--- config.mk ---
export PLATFORM = sky130hd
export DESIGN_NAME = fwd_select_ctrl_flat
export DESIGN_NICKNAME = d
export VERILOG_FILES = /design/src/rtl/fwd_select_ctrl_pkg.sv /design/src/rtl/fwd_select_ctrl_if.sv /design/src/rtl/fwd_select_ctrl_fwd_src_pick.sv /design/src/rtl/fwd_select_ctrl.sv /design/src/flat_wrapper.sv
export SDC_FILE = /design/constraint.sdc
export NUM_CORES = 1
export LEC_CHECK = 0
export ABC_AREA = 0
export CAP_MARGIN = 5
export CORE_UTILIZATION = 45
export CTS_CLUSTER_SIZE = 40
export DETAILED_ROUTE_END_ITERATION = 7
export PLACE_DENSITY = 0.84
export RECOVER_POWER = 25
export SETUP_SLACK_MARGIN = 0.3
export SLEW_MARGIN = 5
export SYNTH_ARGS = -nofsm -noshare
export SYNTH_HDL_FRONTEND = slang
export SYNTH_HIERARCHICAL = 1
export SYNTH_SLANG_ARGS = --single-unit
--- constraint.sdc ---
create_clock -name clk -period 3 [get_ports clk]
set_input_delay 0.6 -clock clk [delete_from_list [all_inputs] [get_ports clk]]
set_output_delay 0.6 -clock clk [all_outputs]
set_load 0.01 [all_outputs]
--- src/rtl/fwd_select_ctrl_pkg.sv ---
// Shared constants for the EX-stage operand forwarding selector.
// Selector codes are the 4:1 mux select values seen by EX.
package fwd_select_ctrl_pkg;

  localparam logic [1:0] SEL_RF    = 2'b00;
  localparam logic [1:0] SEL_EXMEM = 2'b01;
  localparam logic [1:0] SEL_MEMWB = 2'b10;
  localparam logic [1:0] SEL_IMM   = 2'b11;

  localparam logic [4:0] REG_ZERO = 5'd0;

endpackage

--- src/rtl/fwd_select_ctrl_if.sv ---
// ID-stage issue bundle plus the forwarding/stall controls returned to it.
// The master side drives ID fields; the slave is the select controller.
interface fwd_select_ctrl_if #(
  parameter int REG_W = 5,
  parameter int CNT_W = 16
);
  logic             hold;
  logic             flush;
  logic             id_valid;
  logic [REG_W-1:0] id_rs;
  logic [REG_W-1:0] id_rt;
  logic             id_use_rs;
  logic             id_use_rt;
  logic             id_b_imm;
  logic [REG_W-1:0] id_rd;
  logic             id_reg_write;
  logic             id_mem_read;
  logic [1:0]       sel_a;
  logic [1:0]       sel_b;
  logic             stall;
  logic             bubble;
  logic [CNT_W-1:0] stall_count;

  modport master (
    output hold, flush, id_valid, id_rs, id_rt,
    output id_use_rs, id_use_rt, id_b_imm,
    output id_rd, id_reg_write, id_mem_read,
    input  sel_a, sel_b, stall, bubble, stall_count
  );

  modport slave (
    input  hold, flush, id_valid, id_rs, id_rt,
    input  id_use_rs, id_use_rt, id_b_imm,
    input  id_rd, id_reg_write, id_mem_read,
    output sel_a, sel_b, stall, bubble, stall_count
  );
endinterface

--- src/rtl/fwd_select_ctrl_fwd_src_pick.sv ---
// Match-and-priority forwarding source pick for one operand.
// The youngest producer (EX) wins over MEM; $0 never forwards.
module fwd_src_pick
  import fwd_select_ctrl_pkg::*;
#(
  parameter int REG_W = 5
) (
  input  logic [REG_W-1:0] r,
  input  logic             use_r,
  input  logic             ex_vld,
  input  logic             ex_wr,
  input  logic [REG_W-1:0] ex_rd,
  input  logic             mem_vld,
  input  logic             mem_wr,
  input  logic [REG_W-1:0] mem_rd,
  output logic             hit_ex,
  output logic [1:0]       sel
);

  logic nz;
  logic hit_mem;

  assign nz      = r != REG_W'(REG_ZERO);
  assign hit_ex  = ex_vld & ex_wr & (ex_rd == r) & nz;
  assign hit_mem = mem_vld & mem_wr & (mem_rd == r) & nz;

  always_comb begin
    sel = SEL_RF;
    if (!use_r)       sel = SEL_RF;
    else if (hit_ex)  sel = SEL_EXMEM;
    else if (hit_mem) sel = SEL_MEMWB;
  end

endmodule

--- src/rtl/fwd_select_ctrl.sv ---
// Registered EX operand selectors, EX/MEM destination tracking,
// and one-cycle load-use stall with a saturating stall counter.
module fwd_select_ctrl
  import fwd_select_ctrl_pkg::*;
#(
  parameter int REG_W = 5,
  parameter int CNT_W = 16
) (
  input logic clk,
  input logic rst,
  fwd_select_ctrl_if.slave io
);

  logic             ex_vld_q, ex_vld_d;
  logic             ex_wr_q, ex_wr_d;
  logic             ex_ld_q, ex_ld_d;
  logic [REG_W-1:0] ex_rd_q, ex_rd_d;
  logic             mem_vld_q, mem_vld_d;
  logic             mem_wr_q, mem_wr_d;
  logic [REG_W-1:0] mem_rd_q, mem_rd_d;
  logic [1:0]       sel_a_q, sel_a_d;
  logic [1:0]       sel_b_q, sel_b_d;
  logic [CNT_W-1:0] cnt_q, cnt_d;

  logic       hit_a, hit_b;
  logic [1:0] pick_a, pick_b;
  logic       lu;
  logic       stall;
  logic       bubble;

  fwd_src_pick #(.REG_W(REG_W)) u_pick_a (
    .r(io.id_rs), .use_r(io.id_use_rs),
    .ex_vld(ex_vld_q), .ex_wr(ex_wr_q), .ex_rd(ex_rd_q),
    .mem_vld(mem_vld_q), .mem_wr(mem_wr_q), .mem_rd(mem_rd_q),
    .hit_ex(hit_a), .sel(pick_a)
  );

  fwd_src_pick #(.REG_W(REG_W)) u_pick_b (
    .r(io.id_rt), .use_r(io.id_use_rt),
    .ex_vld(ex_vld_q), .ex_wr(ex_wr_q), .ex_rd(ex_rd_q),
    .mem_vld(mem_vld_q), .mem_wr(mem_wr_q), .mem_rd(mem_rd_q),
    .hit_ex(hit_b), .sel(pick_b)
  );

  assign lu = io.id_valid & ex_ld_q &
              ((io.id_use_rs & hit_a) | (io.id_use_rt & hit_b));
  assign stall  = lu & ~io.hold;
  assign bubble = (lu | io.flush) & ~io.hold;

  always_comb begin
    ex_vld_d  = ex_vld_q;
    ex_wr_d   = ex_wr_q;
    ex_ld_d   = ex_ld_q;
    ex_rd_d   = ex_rd_q;
    mem_vld_d = mem_vld_q;
    mem_wr_d  = mem_wr_q;
    mem_rd_d  = mem_rd_q;
    sel_a_d   = sel_a_q;
    sel_b_d   = sel_b_q;
    cnt_d     = cnt_q;
    if (!io.hold) begin
      mem_vld_d = ex_vld_q;
      mem_wr_d  = ex_wr_q;
      mem_rd_d  = ex_rd_q;
      if (bubble || !io.id_valid) begin
        ex_vld_d = 1'b0;
        ex_wr_d  = 1'b0;
        ex_ld_d  = 1'b0;
        ex_rd_d  = '0;
        sel_a_d  = SEL_RF;
        sel_b_d  = SEL_RF;
      end else begin
        ex_vld_d = 1'b1;
        ex_wr_d  = io.id_reg_write;
        ex_ld_d  = io.id_mem_read;
        ex_rd_d  = io.id_rd;
        sel_a_d  = pick_a;
        sel_b_d  = io.id_b_imm ? SEL_IMM : pick_b;
      end
      if (stall && cnt_q != '1) cnt_d = cnt_q + CNT_W'(1);
    end
  end

  always_ff @(posedge clk) begin
    if (rst) begin
      ex_vld_q  <= 1'b0;
      ex_wr_q   <= 1'b0;
      ex_ld_q   <= 1'b0;
      ex_rd_q   <= '0;
      mem_vld_q <= 1'b0;
      mem_wr_q  <= 1'b0;
      mem_rd_q  <= '0;
      sel_a_q   <= SEL_RF;
      sel_b_q   <= SEL_RF;
      cnt_q     <= '0;
    end else begin
      ex_vld_q  <= ex_vld_d;
      ex_wr_q   <= ex_wr_d;
      ex_ld_q   <= ex_ld_d;
      ex_rd_q   <= ex_rd_d;
      mem_vld_q <= mem_vld_d;
      mem_wr_q  <= mem_wr_d;
      mem_rd_q  <= mem_rd_d;
      sel_a_q   <= sel_a_d;
      sel_b_q   <= sel_b_d;
      cnt_q     <= cnt_d;
    end
  end

  assign io.sel_a       = sel_a_q;
  assign io.sel_b       = sel_b_q;
  assign io.stall       = stall;
  assign io.bubble      = bubble;
  assign io.stall_count = cnt_q;

endmodule

--- src/flat_wrapper.sv ---
// flat-port wrapper written by rule: the top's interface ports become plain ports
module fwd_select_ctrl_flat import fwd_select_ctrl_pkg::*;
#(
  parameter int REG_W = 5,
  parameter int CNT_W = 16
)
  (clk, rst, io_hold, io_flush, io_id_valid, io_id_rs, io_id_rt, io_id_use_rs, io_id_use_rt, io_id_b_imm, io_id_rd, io_id_reg_write, io_id_mem_read, io_sel_a, io_sel_b, io_stall, io_bubble, io_stall_count);
  fwd_select_ctrl_if #(.REG_W(REG_W), .CNT_W(CNT_W)) io_i ();
  input logic clk;
  input logic rst;
  input wire logic [$bits(io_i.hold)-1:0] io_hold;
  input wire logic [$bits(io_i.flush)-1:0] io_flush;
  input wire logic [$bits(io_i.id_valid)-1:0] io_id_valid;
  input wire logic [$bits(io_i.id_rs)-1:0] io_id_rs;
  input wire logic [$bits(io_i.id_rt)-1:0] io_id_rt;
  input wire logic [$bits(io_i.id_use_rs)-1:0] io_id_use_rs;
  input wire logic [$bits(io_i.id_use_rt)-1:0] io_id_use_rt;
  input wire logic [$bits(io_i.id_b_imm)-1:0] io_id_b_imm;
  input wire logic [$bits(io_i.id_rd)-1:0] io_id_rd;
  input wire logic [$bits(io_i.id_reg_write)-1:0] io_id_reg_write;
  input wire logic [$bits(io_i.id_mem_read)-1:0] io_id_mem_read;
  output wire logic [$bits(io_i.sel_a)-1:0] io_sel_a;
  output wire logic [$bits(io_i.sel_b)-1:0] io_sel_b;
  output wire logic [$bits(io_i.stall)-1:0] io_stall;
  output wire logic [$bits(io_i.bubble)-1:0] io_bubble;
  output wire logic [$bits(io_i.stall_count)-1:0] io_stall_count;
  assign io_i.hold = io_hold;
  assign io_i.flush = io_flush;
  assign io_i.id_valid = io_id_valid;
  assign io_i.id_rs = io_id_rs;
  assign io_i.id_rt = io_id_rt;
  assign io_i.id_use_rs = io_id_use_rs;
  assign io_i.id_use_rt = io_id_use_rt;
  assign io_i.id_b_imm = io_id_b_imm;
  assign io_i.id_rd = io_id_rd;
  assign io_i.id_reg_write = io_id_reg_write;
  assign io_i.id_mem_read = io_id_mem_read;
  assign io_sel_a = io_i.sel_a;
  assign io_sel_b = io_i.sel_b;
  assign io_stall = io_i.stall;
  assign io_bubble = io_i.bubble;
  assign io_stall_count = io_i.stall_count;
  fwd_select_ctrl #(.REG_W(REG_W), .CNT_W(CNT_W)) u_core (.clk(clk), .rst(rst), .io(io_i));
endmodule
==> results of run 1 <==
==> cell type report <==
cell class	instances	area (µm²)
flip-flops and latches	35	701
inverters	6	22.5
fillers	333	1360
well taps	50	62.6
repair buffers	73	632
multi-input cells	161	1150
clock buffers	8	100
==> metal layers <==
metal / vias up / GRT usage, % / part of all wire, %
li1: 927 / - / -
met1: 905 / 28.4 / 43
met2: 65 / 39.9 / 49
met3: 9 / 3.42 / 5.6
met4: 0 / 10.4 / 1.9
met5: - / 0 / 0
==> power by group through the flow <==
| stage | clock network [mW] | logic, mW | registers [mW] |
|---|---|---|---|
| after floorplan | 0 | 0.0418 | 0.484 |
| after global placement | 0 | 0.104 | 0.485 |
| after detailed placement | 0 | 0.107 | 0.485 |
| after CTS | 0.385 | 0.108 | 0.474 |
| after global routing | 0.402 | 0.121 | 0.475 |
| final | 0.379 | 0.114 | 0.474 |
==> through the flow <==
step                      area, µm²  total power, mW  setup slack (ns)  cells
after global placement         2520            0.588            -0.422    319
after floorplan                1910            0.526             0.320    213
after detailed placement       2520            0.591            -0.436    319
final                          2670            0.967             0.342    333
after global routing           2670            0.998             0.292    333
after CTS                      2650            0.968             0.308    330
==> Yosys cell counts (all sizes together), types with 7 or more instances <==
master and number:
a21oi 15, a22oi 10, dfxtp 35, mux2i 7, nand2 12, nor2 24, o31ai 9, or4 12
xor2 14
==> what timing repair did <==
action	4_1_cts	5_1_grt
setup buffers	3	3
endpoints found under the setup margin	28	4
pin swaps	7	5
gates resized for setup	43	3
endpoints found under the hold margin	0	0
==> how the worst min path moves through the flow <==
stage / to / slack (ns)
after detailed placement: u_core/io.sel_b[0] / 0.46
after CTS: u_core/io.sel_b[0] / 0.48
final: u_core/io.sel_b[0] / 0.47
after floorplan: u_core/mem_wr_q / 0.47
after global placement: u_core/io.sel_b[0] / 0.46
after global routing: u_core/io.sel_b[0] / 0.51
==> state kept, by name, summed over array words and instances, names as in the netlist, 2 cells and up <==
signal,flops
u_core/io.sel_a,2
u_core/ex_rd_q,5
u_core/mem_rd_q,5
u_core/io.sel_b,2
u_core/io.stall_count,16
==> cell families (layout without fill, tap and decap cells) <==
group           count (synthesis)  in the layout  synth area share [%]
simple gates                   81             81                  25.0
compound gates                 48             48                  17.8
flops                          35             35                  37.0
xor+xnor                       20             20                  9.24
buf+inv                        17             87                  4.29
fa+ha+maj                       1              1                 0.660
mux                            11             11                  6.07
==> worst reg2reg max path: stages, from the launching register on <==
cell and delay, ns:
dfxtp_1 0.37, xor2_1 0.18, or4_4 0.54, nor2_4 0.14
a22o_4 0.16, nand2b_4 0.07, buf_4 0.18, nor4_1 0.40
mux2_1 0.36
==> out/metrics.cfg, run 1 <==
[die]
initial_core_util_pct=47.0
dieArea_um2=4480
fp.dieH_um=66.9
die_w_um=66.9
num_io_pins=47
core_um2=4030
rows=23

[worst_setup_path]
path_depth=8
cp-endpoint=io_bubble
r2r_cells=8
reg2reg_from=u_core/ex_rd_q[2]
crit_chain=clkdlybuf4s15_2, or4_4, o211ai_4, nor2_4, a22o_4, nand2b_4, o21ai_2, buf_2
path_buf_inv=2
crit_slowest_cell=or4_4
critPathLaunch=io_id_rs[2]
rrSetupSlack_ns=0.49
cpPeakStageDelay_ns=0.45
cp_max_fo=4
cp.arrival_ns=2.06
worstSetupEndpointType=primary output
crit_family=simple AND/OR/NAND/NOR gates
start_kind=primary input
path_class=in -> out
reg2reg_to=u_core/io.stall_count[12]
cp.required_ns=2.40

[cts]
cts_root_buf=clkbuf_8
cts_tree=built
holdBufCountCts=0
path_clk_slew_ns=0.07
cts.htree.levels=2
cts_buffers=5
clock_latency_ns=0.29
cts_buffer_depth=2
cts_sinks=35

[synthesis]
yosys-top-cells-area=dfxtp_1 37%, xor2_1 6.5%, nor2_1 4.8%
synth_edf_count=0
ys_warn_count=6
postSynth.asyncResetShare_pct=0
yosys.cell_types.count=37
syn_area_per_cell_um2=8.90
synth-main-ff-cell=dfxtp_1
syn_area_um2=1900
seq_area_frac_synth_pct=37.0
synthDominantCellAreaShare_pct=37.0
synth_nets=239
synth_top_cell_by_area=dfxtp_1
ys_ff_latch=35
netlist_instances=213

[pwr]
switchingPower_mw=0.227
internal_power_mw=0.740
powerDensity_nw_per_um2=362
comb_power_share_pct=11.7
clockPowerShare_pct=39.2
power_frac_seq_pct=49.0
p_leak_nw=1.12
max-vdd-ir-drop_mv=0.252
swShare_pct=23.5

[cells_and_area]
diodes=0
layout_commonest_cell=dfxtp_1
area_growth_pct=40.9
nets=308
fin_util_pct=66.3
final_cell_mix=35 x dfxtp_1, 27 x buf_4, 22 x clkdlybuf4s50_1, 22 x nor2_1, 15 x a21oi_1
drive_gt1_share_pct=20.8

[placed_design]
io_buffers=46
place_hpwl_mm=3.51
place.gp.congestion=0.881

[timing]
hold_viol=0
fin_tns_setup_ns=0
tightest_slew_ns=0.822
fmax_mhz=376
min_period_ns=2.66
slew_violations=0
slew_headroom_pct=45.0
finalHoldWorstSlack_ns=0.474
finalClockSkew_ns=0.00918
fin_crit_sh_pct=88.6
setup_violations=0
rsz0062_at_grt=false

[global_routing]
grt_pass1_wl_mm=7.79
track_usage_pct=23.3
grt_max_degree=23
grt_pass1_vias=1715
grt_overflow=0
antenna_found_initial=0

[route]
firstDrtPassIters=4
via_per_inst=5.72
first_iter_violations=171
routed_wl_mm=5.12
postRouteAntennaNets=0
num_vias=1906
drc_errors=0
wl_per_cell_um=15.4

[worst_hold_path]
hold_depth=2
hold_class=reg -> reg
worstHoldStart=u_core/io.sel_b[0]

[run]
maxCapViolations=0

[run_status]
status=finished clean

Note: power is estimated with default switching activity, not from simulation.
==> run 2: changes to the inputs <==
--- a/config.mk
+++ b/config.mk
@@ -10,7 +10,7 @@
 export CORE_UTILIZATION = 45
 export CTS_CLUSTER_SIZE = 40
 export DETAILED_ROUTE_END_ITERATION = 7
-export PLACE_DENSITY = 0.84
+export PLACE_DENSITY = 0.72
 export RECOVER_POWER = 25
 export SETUP_SLACK_MARGIN = 0.3
 export SLEW_MARGIN = 5
==> run 2 against run 1 <==
Effect of this change:
- design area fell by 1.3%
- final cell count fell by 1.5%
- global-route usage fell by 0.82 points
- worst hold slack got worse by 0.012 ns
- first-iteration DRC count fell by 15%
- flip-flop and latch count did not move
- die area did not move
- register-to-register slack got worse by 0.02 ns
- via count fell by 3.3%
- sequential power barely moved
- count of clock-buffer cells in the layout did not move
- non-clock buffer count fell by 5
- critical endpoint unchanged
- largest cell class unchanged
- highest routed layer unchanged
==> out/metrics.cfg, run 2 (same netlist as run 1, synthesis figures left out) <==
[route]
first_iter_violations=145
routed_wl_mm=4.92
firstDrtPassIters=5
postRouteAntennaNets=0
via_per_inst=5.62
num_vias=1843
drc_errors=0
wl_per_cell_um=15.0

[cts]
cts_root_buf=clkbuf_8
cts_sinks=35
cts_buffer_depth=2
holdBufCountCts=0
cts_buffers=5
cts_tree=built
cts.htree.levels=2
path_clk_slew_ns=0.07
clock_latency_ns=0.28

[pwr]
max-vdd-ir-drop_mv=0.247
p_leak_nw=1.07
total_power_mw=0.958
powerDensity_nw_per_um2=363

[worst_setup_path]
start_kind=primary input
cpPeakStageDelay_ns=0.56
rrSetupSlack_ns=0.47
critPathLaunch=io_id_rt[0]
cp.required_ns=2.40
worstSetupEndpointType=primary output
cp_max_fo=3
crit_family=simple AND/OR/NAND/NOR gates
path_depth=8
path_buf_inv=2
crit_slowest_cell=or4_4
path_class=in -> out
cpMostUsedCell=buf_2
cp.arrival_ns=2.07
crit_chain=buf_2, or4_4, o211ai_4, nor2_4, a22o_4, nand2b_4, o21ai_2, buf_2
reg2reg_to=u_core/io.stall_count[15]
r2r_cells=8
reg2reg_from=u_core/ex_rd_q[2]
cp-endpoint=io_bubble

[placed_design]
post-place-ws_ns=-0.439
place.gp.congestion=0.906
io_buffers=46
place_hpwl_mm=3.27
dp.cells=315

[timing]
setup_slack_ns=0.325
slew_headroom_pct=22.2
tightest_slew_ns=1.17
slew_violations=0
finalClockSkew_ns=0.00257
min_period_ns=2.67
rsz0062_at_grt=true
fin_tns_setup_ns=0
fin_crit_sh_pct=89.2
setup_violations=0
fmax_mhz=374
hold_viol=0
finalHoldWorstSlack_ns=0.463

[worst_hold_path]
worstHoldStart=u_core/io.sel_b[1]
hold_class=reg -> reg

[global_routing]
track_usage_pct=22.4
grt_pass1_vias=1653
grt_overflow=0
grt_max_degree=27
grt_pass1_wl_mm=7.60
antenna_found_initial=0

[die]
die_w_um=66.9
num_io_pins=47
initial_core_util_pct=47.0
rows=23
dieArea_um2=4480
core_um2=4030
fp.dieH_um=66.9

[cells_and_area]
area_growth_pct=39.1
layout_commonest_cell=dfxtp_1
nets=303
drive_gt1_share_pct=19.4
layout.cells.non_filler=328
diodes=0
fillers=366
largest_reg_flops=16
final_cell_mix=35 x dfxtp_1, 27 x clkdlybuf4s50_1, 22 x nor2_1, 21 x buf_4, 15 x a21oi_1

[run_status]
status=finished clean

[run]
maxCapViolations=0

## run 2: cell count changes in the layout (fill, tap and decap cells not counted), sizes merged
cell and delta:
dlygate4sd3 -5, buf -5, clkbuf +1, clkdlybuf4s50 +5
clkdlybuf4s15 -1
## run 2: worst min-delay path by stage
stage	slack (ns)	end	depth (start not counted)
final	0.46	u_core/io.sel_b[1]	2
after global routing	0.47	u_core/io.sel_b[1]	2
after floorplan	0.47	u_core/mem_wr_q	2
after global placement	0.46	u_core/io.sel_b[1]	2
after detailed placement	0.46	u_core/io.sel_b[0]	2
after CTS	0.47	u_core/io.sel_b[1]	2
## run 2: power by group
part / internal, mW / total, mW / switching, mW
Sequential: 0.469 / 0.475 / 0.00557
Combinational: 0.0588 / 0.111 / 0.0526
Clock: 0.210 / 0.372 / 0.162
## run 2: worst register-to-register path, cell delays in order, from the launching register on
cell and delay (ns):
dfxtp_1 0.36, xor2_1 0.18, or4_4 0.57, nor2_4 0.12, a22o_4 0.15, nand2b_4 0.06
buf_4 0.20, nor4_1 0.42, mux2_1 0.35
## run 2: final cells by class
class | instances | area (µm²) | area share, %
flip-flops and latches | 35 | 701 | 26.6
clock buffers | 8 | 100 | 3.80
well taps | 50 | 62.6 | 2.37
repair buffers | 68 | 584 | 22.2
multi-input cells | 161 | 1170 | 44.2
inverters | 6 | 22.5 | 0.854
## run 2: what timing repair did
item,CTS,global route
resized for setup,44,8
pin swaps,7,7
endpoints found under the setup margin,28,3
buffers inserted,4,1
## run 2: metrics by stage
stage          instance area (µm²)  utilization [%]
2_1_floorplan                 1910                -
6_report                      2640             65.4
3_5_place_dp                  2490             61.8
3_3_place_gp                  2490             61.8
5_1_grt                       2640             65.4
4_1_cts                       2620             65.1
## run 2: routing by layer
layer | track usage (%) | wire length (µm)
met5 | 0 | 0
met2 | 35.4 | 2370
met1 | 29.8 | 2270
met3 | 5.31 | 237
met4 | 7.18 | 42
